## src/rtl/photon_deadlock_report_ctrl.sv

```systemverilog
// photon_deadlock_report_ctrl: qualifies persistent HLS deadlock stalls
// and serialises them round-robin onto one valid/ready report stream.
module photon_deadlock_report_ctrl #(
    parameter int N_MON   = 4,
    parameter int INFO_W  = 9,
    parameter int PERSIST = 16,
    parameter int TS_W    = 32,
    localparam int IDX_W  = $clog2(N_MON)
) (
    input  logic                    clock,
    input  logic                    reset,
    input  logic                    enable,
    input  logic [N_MON-1:0]        mon_block,
    input  logic [N_MON*INFO_W-1:0] mon_info,
    input  logic [N_MON-1:0]        clear_sticky,
    output logic                    rpt_valid,
    input  logic                    rpt_ready,
    output logic [IDX_W-1:0]        rpt_idx,
    output logic [INFO_W-1:0]       rpt_info,
    output logic [TS_W-1:0]         rpt_ts,
    output logic [N_MON-1:0]        sticky,
    output logic [N_MON-1:0]        pending,
    output logic                    overflow
);

    typedef enum logic [1:0] {
        S_IDLE,
        S_SEND,
        S_GAP
    } state_t;

    localparam logic [15:0] P_MAX = 16'(PERSIST);
    localparam logic [15:0] P_QUA = 16'(PERSIST - 1);

    state_t             state_q;
    state_t             state_d;
    logic [TS_W-1:0]    ts_q;
    logic [15:0]        run_q   [N_MON];
    logic [INFO_W-1:0]  info_q  [N_MON];
    logic [TS_W-1:0]    tsl_q   [N_MON];
    logic [N_MON-1:0]   armed_q;
    logic [IDX_W-1:0]   last_q;
    logic [IDX_W-1:0]   pick;
    logic               found;
    logic               accept;
    logic [N_MON-1:0]   qual;
    logic [N_MON-1:0]   acc_mask;
    logic [N_MON-1:0]   relatch;
    logic               lost;

    // Round-robin search starting just after the last granted monitor
    always_comb begin
        pick  = '0;
        found = 1'b0;
        for (int k = 1; k <= N_MON; k++) begin
            if (!found && pending[(int'(last_q) + k) % N_MON]) begin
                found = 1'b1;
                pick  = IDX_W'((int'(last_q) + k) % N_MON);
            end
        end
    end

    // Qualification; a requalify on the accept edge re-latches cleanly
    always_comb begin
        acc_mask = '0;
        if (accept) acc_mask[rpt_idx] = 1'b1;
        for (int i = 0; i < N_MON; i++) begin
            qual[i] = enable && mon_block[i] && armed_q[i]
                      && (run_q[i] == P_QUA);
        end
        relatch = qual & (~pending | acc_mask);
        lost    = |(qual & pending & ~acc_mask);
    end

    // Report FSM next state and handshake outputs
    always_comb begin
        state_d   = state_q;
        rpt_valid = 1'b0;
        accept    = 1'b0;
        unique case (state_q)
            S_IDLE: if (found) state_d = S_SEND;
            S_SEND: begin
                rpt_valid = 1'b1;
                accept    = rpt_ready;
                if (rpt_ready) state_d = S_GAP;
            end
            S_GAP:  state_d = S_IDLE;
            default: state_d = S_IDLE;
        endcase
    end

    // FSM state register
    always_ff @(posedge clock) begin
        if (!reset) state_q <= S_IDLE;
        else        state_q <= state_d;
    end

    // Counters, latches, flags and report registers
    always_ff @(posedge clock) begin
        if (!reset) begin
            ts_q     <= '0;
            armed_q  <= '1;
            last_q   <= IDX_W'(N_MON - 1);
            pending  <= '0;
            sticky   <= '0;
            overflow <= 1'b0;
            rpt_idx  <= '0;
            rpt_info <= '0;
            rpt_ts   <= '0;
            for (int i = 0; i < N_MON; i++) begin
                run_q[i]  <= '0;
                info_q[i] <= '0;
                tsl_q[i]  <= '0;
            end
        end else begin
            ts_q <= ts_q + 1'b1;
            for (int i = 0; i < N_MON; i++) begin
                if (enable && mon_block[i])
                    run_q[i] <= (run_q[i] == P_MAX) ? P_MAX
                                                   : run_q[i] + 16'd1;
                else
                    run_q[i] <= '0;
                if (!mon_block[i]) armed_q[i] <= 1'b1;
                else if (qual[i])  armed_q[i] <= 1'b0;
                if (relatch[i]) begin
                    info_q[i] <= mon_info[i*INFO_W +: INFO_W];
                    tsl_q[i]  <= ts_q;
                end
            end
            pending <= (pending & ~acc_mask) | qual;
            sticky  <= (sticky & ~clear_sticky) | qual;
            if (lost) overflow <= 1'b1;
            if (state_q == S_IDLE && found) begin
                rpt_idx  <= pick;
                rpt_info <= info_q[pick];
                rpt_ts   <= tsl_q[pick];
            end
            if (accept) last_q <= rpt_idx;
        end
    end

endmodule

```

## config.mk

```make
export PLATFORM = sky130hd
export DESIGN_NAME = photon_deadlock_report_ctrl
export DESIGN_NICKNAME = d
export VERILOG_FILES = /design/src/rtl/photon_deadlock_report_ctrl.sv
export SDC_FILE = /design/constraint.sdc
export NUM_CORES = 1
export LEC_CHECK = 0
export ABC_CLOCK_PERIOD_IN_PS = 5500
export CAP_MARGIN = 0
export CORE_ASPECT_RATIO = 0.75
export CORE_MARGIN = 2
export CORE_UTILIZATION = 55
export DETAILED_ROUTE_END_ITERATION = 7
export PLACE_DENSITY = 0.75
export SLEW_MARGIN = 30
export SYNTH_ARGS = -nofsm -noshare
export SYNTH_HDL_FRONTEND = slang
export SYNTH_SLANG_ARGS = --single-unit
```

## constraint.sdc

```tcl
create_clock -name clock -period 5.5 [get_ports clock]
set_input_delay 1.1 -clock clock [delete_from_list [all_inputs] [get_ports clock]]
set_output_delay 1.1 -clock clock [all_outputs]
set_load 0.02 [all_outputs]
```

# [Word level (Yosys, flattened, before mapping)]
# Memories as Yosys holds them, arrays and structs flattened. A register that Yosys moved wholly into a read port is not among the register bits.
# Cells that the tools add are included.
[word_totals] register_bits=51 ram_bits=228 in_bits=48 out_inout_bits=53 word_cells=189 memories=3
[mem_list] memory="tsl_q" words=4 width=32 rd=1 rd_clocked_by_memory_dff=1 wr=4 line="40" source="logic [TS_W-1:0] tsl_q [N_MON];"
[mem_list] memory="run_q" words=4 width=16 rd=4 rd_clocked_by_memory_dff=0 wr=4 line="38" source="logic [15:0] run_q [N_MON];"
[mem_list] memory="info_q" words=4 width=9 rd=1 rd_clocked_by_memory_dff=1 wr=4 line="39" source="logic [INFO_W-1:0] info_q [N_MON];"
[classes] add_sub_neg=9 order_cmp=6 eq_ne=11 muxes=85 n_bitwise=31 n_reduce_logical=33
[ops] op="two-way mux 16 bit" n=12
[ops] op="two-way mux 32 bit" n=4
[ops] op="adder 16 x 1 -> 16 bit (second input constant)" n=4
[ops] op="== test 16 x 4 -> 1 bit (second input constant)" n=4
[ops] op="== test 16 x 5 -> 1 bit (second input constant)" n=4
[ops] op="two-way mux 1 bit" n=52
[ops] op="two-way mux 9 bit" n=4
[ops] op="adder 32 x 1 -> 32 bit (second input constant)" n=1
[ops] op="bitwise AND 4 bit" n=5
[ops] op="logical AND 1 bit" n=17
[ops] op="< comparator 3 x 4 -> 1 bit (second input constant)" n=4
[ops] op="OR 1 bit" n=16
[ops] op="two-way mux 2 bit" n=6
[ops] op="NOT 4 bit" n=3
[ops] op="OR 4 bit" n=3
[ops] op="AND reduction 2 bit" n=5
[ops] op="binary-select mux 1 bit (select 2 bit)" n=4
[ops] op="OR reduction 2 bit" n=4
[ops] op="zero test 1 bit" n=5
[ops] op="adder 2 x 1 -> 2 bit (second input constant)" n=2
[ops] op="adder 2 bit (second input constant)" n=2
[ops] op="bitwise AND 1 bit (first input constant)" n=4
[ops] op="two-way mux 4 bit" n=1
[ops] op="inequality test 2 bit (second input constant)" n=2
[ops] op="other kinds (7)" n=7

# [Logic depth before layout (Yosys ltp)]
# Gate-level depths: netlist of the first run.
[logic_depth] ltp_word=18 depth_mapped=8

# [Worst setup path before layout of the first run]
# OpenSTA, ideal clock, no wires.
[synth_path] kind="input port to flip-flop" start="input port enable" end="memory info_q[3][0] (enable)" setup_time_ps=537 arrival_time_ps=2961 path_slack_ps=2002 cell_stages=7 path_buffers=3 cell_sequence="clkbuf_1 and4b_1 and3_1 nand2b_1 clkbuf_1 clkbuf_1 nand2_1"
[synth_lines] item="start, declared" line="12" source="input logic enable,"
[synth_lines] item="end, declared" line="39"

==> metrics.txt, run 1 <==
chip width=192 um; initial cell density of the core=0.560; io pins=around 100; H-Tree Depth=1; CP delay by family, top=buffers and inverters; worst setup margin=between 2 and 2.5 ns; clock buffer depth=3; max-slew violations=0; drt first pass iters=5; PwrDens=roughly 290 mW/mm2; most common library cells after synthesis=228 x edfxtp_1, 210 x nor2_1, 125 x nand2_1; top cell type's share of synthesized area=0.471; CP required=5.70 ns; register area=between 0.008 and 0.009 mm2; CTS tree=done; Internal=just under 4 mW; Reg power frac=0.552; Worst Tran Pin Value=about 0.97 ns; GRT Util Overall=0.239; Clock Latency Late Sink=0.56 ns; Synth area leaders=edfxtp_1 47%, dfxtp_1 13%, nor2_1 5.4%; dpl cell area=about 0.016 mm2; Final Cell Area=approximately 0.017 mm2; Final #Nets=roughly 1500; DP Cell Count=~1800; Post-synth ARST share=0; worst vdd ir=about 0.00024 V; Min-Delay Path Class=flop to flop; share of cells above drive strength 1=0.0560; Power Total=about 5 mW; Final setup violation count=0; gp weighted congestion=between 0.7 and 0.8; ant diodes=0; clock sinks=320; routed vias/inst=just under 6; Worst setup EP type=flop; Yosys reg bits=320; most common cell in the netlist=edfxtp_1; share of power burned in combinational logic=0.033; CTS Buf Count=31; root buffer cell=clkbuf_16; cell count after synthesis=around 1300; fin util=0.653; slowest CP cell=clkdlybuf4s50_1; total grt overflow=0; Max Cap Viol=0; initial antenna violation count=0; Core ar.=0.0260 mm2; Rel. slew slack=0.353; Post-Syn Area per Cell=between 10 and 15 um2; NetSw=around 1 mW; setup TNS=0 ns; crit-path max cell delay=between 0.7 and 0.8 ns; minimum clock period=~3.4 ns; RSZ-0062 raised after global routing=no; fillcell total=approximately 2000; final routed DRC violation total=0; first-pass GRT wire length=52.0 mm; chip height=between 100 and 150 um; maximum clock rate=approximately 0.3 GHz; leading area contributor after synthesis=edfxtp_1; Netlist cell types=52; post-CTS resize count=0; Cell Area, Synth=approximately 0.015 mm2; Hold Fails Final Rpt=0; post-detail-place hpwl=~21 mm; worst slack, placed=roughly 1.6 ns; Die ar.=roughly 0.028 mm2; area delta synth->final=16.7%; Sw Share=0.208; crit start category=input port; critical path type=input port to flop; remaining antenna violation count=0; worst-path cell chain=clkdlybuf4s50_1 > nand2_1 > nor3_1 > and3_1 > nand2_1 > buf_4 > nand2_1 > buf_4; post-cts hold buffer count=0; non-filler instance count after layout=about 1800; Seq/Total Area, Yosys=0.597; CP arrival=around 3.6 ns; DRT iter0 DRCs=between 800 and 900; CP most frequent cell=nand2_1; Clock Skews=between 0.01 and 0.015 ns; EDFF count, synth=228; Clock transition at path regs=0.06 ns; crit path max fanout=35; via count=10400; vias in the first global route=about 9600; row count=between 50 and 60; status=finished clean; final hold slack=~0.48 ns; Final period util=0.614; top_reg_cell synth=edfxtp_1; CP bufs+invs=3; Multi-input gate area=approximately 0.0057 mm2; Pleak=about 6.4 nW; post-CTS setup buffers=0; Clk pwr share=0.415; Ys Warns=0; wire per inst=roughly 18 um; number of port buffers=100; Routed WL=around 33 mm; largest net degree at the start of global routing=96
[tightest hold or removal path, stage by stage, from the launching register on]
cell	delay (ns)
dfxtp_1	0.33
nand2_1	0.05
nand3_1	0.07
[routing by layer]
layer  wire [um]  share of wire  global-route usage
met1       14900           0.45               0.350
met5           0              0                   0
met3        2760          0.083              0.0408
met2       14600           0.44               0.366
met4         762          0.023              0.0713
[layout by cell type (no fill, tap or decap), types with 3 or more instances in the layout]
cell             Yosys  routed
or3_1                7       7
nand2b_1            18      18
a211o_1             40      40
o21ai_0              7       7
and2_1              24      24
clkdlybuf4s50_1      0      99
inv_1               22      22
nand2_1            125     123
o31ai_1             42      42
nor4_1              10      10
nor3_1               9       9
xor2_1              35      35
nor2_1             210     210
clkbuf_8             0       6
nand3_1             35      35
o21a_1               9       9
buf_4                0      20
ha_1                 9       9
and4_1               6       6
edfxtp_1           228     228
xnor2_1             33      33
nor2b_1             13      12
a21boi_0             3       3
clkbuf_16            0      32
conb_1               1      64
and3_1              55      55
a21oi_1              7       7
clkbuf_1            65      12
clkinv_2             0       6
mux2i_1             53      53
dfxtp_1             92      92
nand4_1             59      59
o211ai_1            44      44
[cells by family after synthesis]
family                   share of synthesized area
AO/OA/AOI/OAI                               0.0885
XOR/XNOR                                    0.0410
adder cells (fa/ha/maj)                    0.00774
buffers and inverters                       0.0333
flip-flops                                   0.597
multiplexers                                0.0365
other                                     0.000258
AND/OR/NAND/NOR                              0.195
[state kept, by name, indices dropped and copies added, names as in the netlist, 9 cells and up]
name,count
tsl_q,128
info_q,36
ts_q,32
rpt_info,9
rpt_ts,32
run_q,64
[worst paths after layout]
kind                     start            to  slack [ns]  depth (start not counted)
setup / recovery        enable  tsl_q[0][17]        2.12                          8
hold / removal      armed_q[2]    armed_q[2]        0.48                          2
setup reg to reg  run_q[1][12]  tsl_q[1][27]        2.42                          7
hold reg to reg     armed_q[2]    armed_q[2]        0.48                          2
[cell type report]
type	instances	area share
Timing Repair Buffer	119	0.0673
Multi-Input combinational cell	946	0.333
Inverter	22	0.00487
Clock buffer	50	0.0547
Sequential cell	320	0.512
Tap cell	344	0.0254
Clock inverter	8	0.00251
[power by group through the flow]
stage	clock [mW]	sequential, mW	combinational [mW]
after floorplan	0	2.73	0.0954
after global placement	0	2.74	0.158
after detailed placement	0	2.74	0.161
after CTS	2.05	2.69	0.162
after global routing	2.15	2.70	0.179
final	2.02	2.69	0.163
No activity file was read; power rests on OpenSTA's default activity.
==> run 2, diff against run 1 <==
ABC_CLOCK_PERIOD_IN_PS = 3300   (was 5500)
clock period = 3.3 ns   (was 5.5 ns; I/O delays follow)
==> metrics.txt, run 2 (synthesis gave the netlist of run 1 again) <==
CP required=2.64 ns (was 5.70 ns); initial cell density of the core=0.560 (unchanged); Clock transition at path regs=0.06 ns (about the same); Most flops, register=tsl_q (unchanged); worst vdd ir=0.000306 V (was 0.000239 V); vias in the first global route=10200 (was 9634); GRT Util Overall=0.247 (was 0.239); CTS Buf Count=34 (was 31); Worst Tran Pin Value=0.813 ns (was 0.968 ns); post-detail-place hpwl=22.1 mm (was 21.0 mm); Largest regs=tsl_q (128), run_q (64), info_q (36) (unchanged); Core ar.=0.0260 mm2 (unchanged); commonest non-fill, non-tap cell in the layout=edfxtp_1 (unchanged); Routed WL=33.9 mm (was 33.1 mm); chip height=145 um (unchanged); wire per inst=18.5 um (was 18.3 um); root buffer cell=clkbuf_16 (unchanged); Worst setup EP type=output port (was flop); H-Tree Depth=2 (was 1); row count=51 (unchanged); largest net degree at the start of global routing=51 (was 96); crit-path max cell delay=0.70 ns (was 0.71 ns); RSZ-0062 raised after global routing=no (unchanged); Clock Skews=0.0197 ns (was 0.0103 ns); post-CTS setup buffers=0 (unchanged); Pleak=6.56 nW (was 6.44 nW); CP bufs+invs=1 (was 3); crit path max fanout=5 (was 35); CP delay by family, top=buffers and inverters (unchanged); slowest CP cell=clkdlybuf4s50_1 (unchanged); first-pass GRT wire length=53.5 mm (was 52.0 mm); Power Total=8.31 mW (was 4.88 mW); final routed DRC violation total=0 (unchanged); Crit path depth=2 (was 8); io pins=101 (unchanged); CTS tree=done (unchanged); minimum clock period=approximately 2.6 ns; Rel. slew slack=0.455 (was 0.353); Clock Latency Late Sink=0.51 ns (was 0.56 ns); most frequent cells in the layout=228 x edfxtp_1, 210 x nor2_1, 123 x nand2_1 (unchanged); Max Cap Viol=0 (unchanged); gp weighted congestion=0.840 (was 0.795); status=finished clean (unchanged); total grt overflow=0 (unchanged); dpl cell area=0.0162 mm2 (was 0.0160 mm2); worst hold stages=2 (unchanged); via count=10500 (was 10400); max-slew violations=0 (unchanged); drt first pass iters=6 (was 5); HP Start=rpt_info[2] (was armed_q[2]); post-cts hold buffer count=0 (unchanged); Final Cell Area=0.0172 mm2 (was 0.0170 mm2); setup TNS=0 ns (unchanged); crit start category=flop (was input port); R2R depth=6 (was 7); Min-Delay Path Class=flop to flop (unchanged); Hold Fails Final Rpt=0 (unchanged); Die ar.=0.0278 mm2 (unchanged); critical path type=flop to output port (was input port to flop); clock sinks=320 (unchanged); crit path launch=state_q[0] (was enable); worst-path cell chain=nor2b_1 > clkdlybuf4s50_1 (was clkdlybuf4s50_1 > nand2_1 > nor3_1 > and3_1 > nand2_1 > buf_4 > nand2_1 > buf_4); CP arrival=1.90 ns (was 3.57 ns); FF-to-FF Start=pending[3] (was run_q[1][12]); number of port buffers=100 (unchanged); routed vias/inst=5.74 (was 5.76); area delta synth->final=18.2% (was 16.7%); PwrDens=484 mW/mm2 (was 287 mW/mm2); Final setup violation count=0 (unchanged); remaining antenna violation count=0 (unchanged); DRT iter0 DRCs=880 (unchanged); clock buffer depth=3 (unchanged); ant diodes=0 (unchanged); share of cells above drive strength 1=0.0673 (was 0.0560); Final period util=0.777; post-CTS resize count=0 (unchanged); maximum clock rate=0.390 GHz; Largest register FFs=128 (unchanged); initial antenna violation count=0 (unchanged); chip width=192 um (unchanged); Final #Nets=1518 (was 1497)
-- run 2: changes by cell type in the layout (fill, tap and decap cells not counted) --
cell,before,now
clkinvlp_4,0,1
clkbuf_8,6,2
buf_4,20,35
clkbuf_16,32,36
clkbuf_1,12,9
nand2_4,2,0
clkinv_2,6,5
nand2_2,0,2
buf_12,0,3
clkinv_1,1,7
-- run 2: through the flow --
step	cells	setup WS (ns)	hold slack, ns	util
2_1_floorplan	1376	0.242	0.438	-
3_3_place_gp	1769	0.558	0.465	0.622
3_5_place_dp	1769	0.505	0.468	0.622
4_1_cts	1830	0.725	0.484	0.662
5_1_grt	1830	0.665	0.500	0.662
6_report	1830	0.737	0.478	0.662
-- run 2: layout make-up --
type	instances	area, um2
Clock inverter	14	67.6
Sequential cell	320	8690
Clock buffer	47	962
Inverter	22	82.6
Timing Repair Buffer	137	1310
Fill cell	1986	8780
Tap cell	344	430
Multi-Input combinational cell	946	5640
-- run 2: tightest hold or removal path, delay by kind of cell, from the launching register on --
kind | cells | cell delay [ns]
AOI/OAI and AO/OA | 1 | 0.07
and+or+nand+nor | 1 | 0.05
DFF | 1 | 0.32
-- run 2: routing by layer --
layer / GRT usage / vias to the layer above / part of all wire
li1: - / 4998 / -
met1: 0.339 / 4988 / 0.43
met2: 0.409 / 452 / 0.46
met3: 0.0451 / 63 / 0.094
met4: 0.0611 / 0 / 0.019
met5: 0 / - / 0
-- run 2: worst paths after layout --
check,to,slack [ns]
max reg2reg,rpt_ts[2],0.93
max,rpt_valid,0.74
min,rpt_info[2],0.48
min reg2reg,rpt_info[2],0.48
-- run 2: power by group --
group          internal (mW)  switching (mW)  total (mW)
clock network           2.04            1.51        3.55
logic                  0.116           0.167       0.283
registers               4.41          0.0683        4.48
==> run 3, diff against run 2 <==
ABC_CLOCK_PERIOD_IN_PS = 2500   (was 3300)
clock period = 2.5 ns   (was 3.3 ns; I/O delays follow)
==> metrics.txt, run 3 (synthesis gave the netlist of run 1 again) <==
status=finished clean (unchanged); H-Tree Depth=1 (was 2); vias in the first global route=10500 (was 10200); fillcell total=1931 (was 1986); Most flops, register=tsl_q (unchanged); crit path max fanout=5 (unchanged); RSZ-0062 raised after global routing=no (unchanged); largest net degree at the start of global routing=38 (was 51); max-slew violations=0 (unchanged); gr busiest metal=met2 (unchanged); crit start category=flop (unchanged); PwrDens=620 mW/mm2 (was 484 mW/mm2); DP Cell Count=1788 (was 1769); non-filler instance count after layout=1846 (was 1830); area delta synth->final=19.9% (was 18.2%); crit-path max cell delay=0.66 ns (was 0.70 ns); wire per inst=19.1 um (was 18.5 um); row count=51 (unchanged); most frequent cells in the layout=228 x edfxtp_1, 210 x nor2_1, 121 x nand2_1 (was 228 x edfxtp_1, 210 x nor2_1, 123 x nand2_1); CTS Buf Count=31 (was 34); Max Cap Viol=0 (unchanged); final hold slack=0.394 ns (was 0.478 ns); Worst Tran Pin Value=0.794 ns (was 0.813 ns); post-cts hold buffer count=0 (unchanged); ant diodes=0 (unchanged); post-detail-place hpwl=22.8 mm (was 22.1 mm); gp weighted congestion=0.796 (was 0.840); Worst setup EP type=output port (unchanged); Clock Latency Late Sink=0.56 ns (was 0.51 ns); initial antenna violation count=0 (unchanged); Rel. slew slack=0.470 (was 0.455); share of cells above drive strength 1=0.0806 (was 0.0673); Die ar.=0.0278 mm2 (unchanged); final routed DRC violation total=0 (unchanged); io pins=101 (unchanged); worst slack, placed=-0.159 ns (was 0.505 ns); dpl cell area=0.0164 mm2 (was 0.0162 mm2); critical path type=flop to output port (unchanged); setup TNS=0 ns (unchanged); Global Route met3 Usage=0.0446 (was 0.0451); Largest regs=tsl_q (128), run_q (64), info_q (36) (unchanged); chip height=145 um (unchanged); via count=10700 (was 10500); Final setup violation count=0 (unchanged); chip width=192 um (unchanged); CP bufs+invs=1 (unchanged); maximum clock rate=0.408 GHz; first-pass GRT wire length=55.7 mm (was 53.5 mm); Clock Skews=0.0192 ns (was 0.0197 ns); initial cell density of the core=0.560 (unchanged); total grt overflow=0 (unchanged); drt first pass iters=5 (was 6); Hold Fails Final Rpt=0 (unchanged); Final period util=0.980; crit path launch=state_q[0] (unchanged); met1 usage=0.355 (was 0.339); clock sinks=320 (unchanged); CTS tree=done (unchanged); root buffer cell=clkbuf_16 (unchanged); Min-Delay Path Class=input port to flop (was flop to flop); commonest non-fill, non-tap cell in the layout=edfxtp_1 (unchanged); FF-to-FF Start=run_q[3][12] (was pending[3]); Final Cell Area=0.0174 mm2 (was 0.0172 mm2); CP arrival=1.95 ns (was 1.90 ns); grt met2 use=0.421 (was 0.409); Clock transition at path regs=0.06 ns (about the same); GRT Util Overall=0.257 (was 0.247); Final #Nets=1534 (was 1518); Pleak=6.69 nW (was 6.56 nW); Power Total=10.8 mW (was 8.31 mW); post-CTS resize count=1 (was 0); worst setup margin=0.0495 ns (was 0.737 ns); number of port buffers=100 (unchanged); worst-path cell chain=nor2b_2 > clkdlybuf4s50_1 (was nor2b_1 > clkdlybuf4s50_1); minimum clock period=roughly 2.5 ns; CP required=2.00 ns (was 2.64 ns); fin util=0.671 (was 0.662); post-CTS setup buffers=0 (unchanged); slowest CP cell=clkdlybuf4s50_1 (unchanged); clock buffer depth=3 (unchanged); CP delay by family, top=buffers and inverters (unchanged); DRT iter0 DRCs=826 (was 880); worst vdd ir=0.000527 V (was 0.000306 V); Routed WL=35.3 mm (was 33.9 mm); HP Start=reset (was rpt_info[2]); remaining antenna violation count=0 (unchanged); Core ar.=0.0260 mm2 (unchanged); routed vias/inst=5.80 (was 5.74); Largest register FFs=128 (unchanged)
## run 3: cell count changes in the layout (fill, tap and decap cells not counted), sizes merged
| cell | change |
|---|---|
| clkbuf | -6 |
| clkinv | +2 |
| buf | +19 |
| bufinv | +1 |
## run 3: worst paths after layout
path	end	slack, ns	cells after the start
setup reg to reg	info_q[3][2]	0.24	5
setup / recovery	rpt_valid	0.05	2
hold reg to reg	sticky[2]	0.48	2
hold / removal	armed_q[2]	0.39	2
## run 3: cell type report
| cell class | instances | area [um2] | share of cell area |
|---|---|---|---|
| Clock inverter | 17 | 106 | 0.00610 |
| Tap cell | 344 | 430 | 0.0247 |
| Clock buffer | 41 | 875 | 0.0502 |
| Inverter | 22 | 82.6 | 0.00474 |
| Timing Repair Buffer | 156 | 1590 | 0.0914 |
| Multi-Input combinational cell | 946 | 5660 | 0.325 |
| Sequential cell | 320 | 8690 | 0.498 |
## run 3: power breakdown
part / internal (mW) / total, mW / switching (mW)
Sequential: 5.83 / 5.92 / 0.0906
Combinational: 0.174 / 0.406 / 0.231
Clock: 2.55 / 4.49 / 1.95
## run 3: routing by layer
layer | part of all wire | wire length [um]
met5 | 0 | 0
met3 | 0.088 | 3100
met4 | 0.020 | 690
met1 | 0.43 | 15000
met2 | 0.47 | 16500
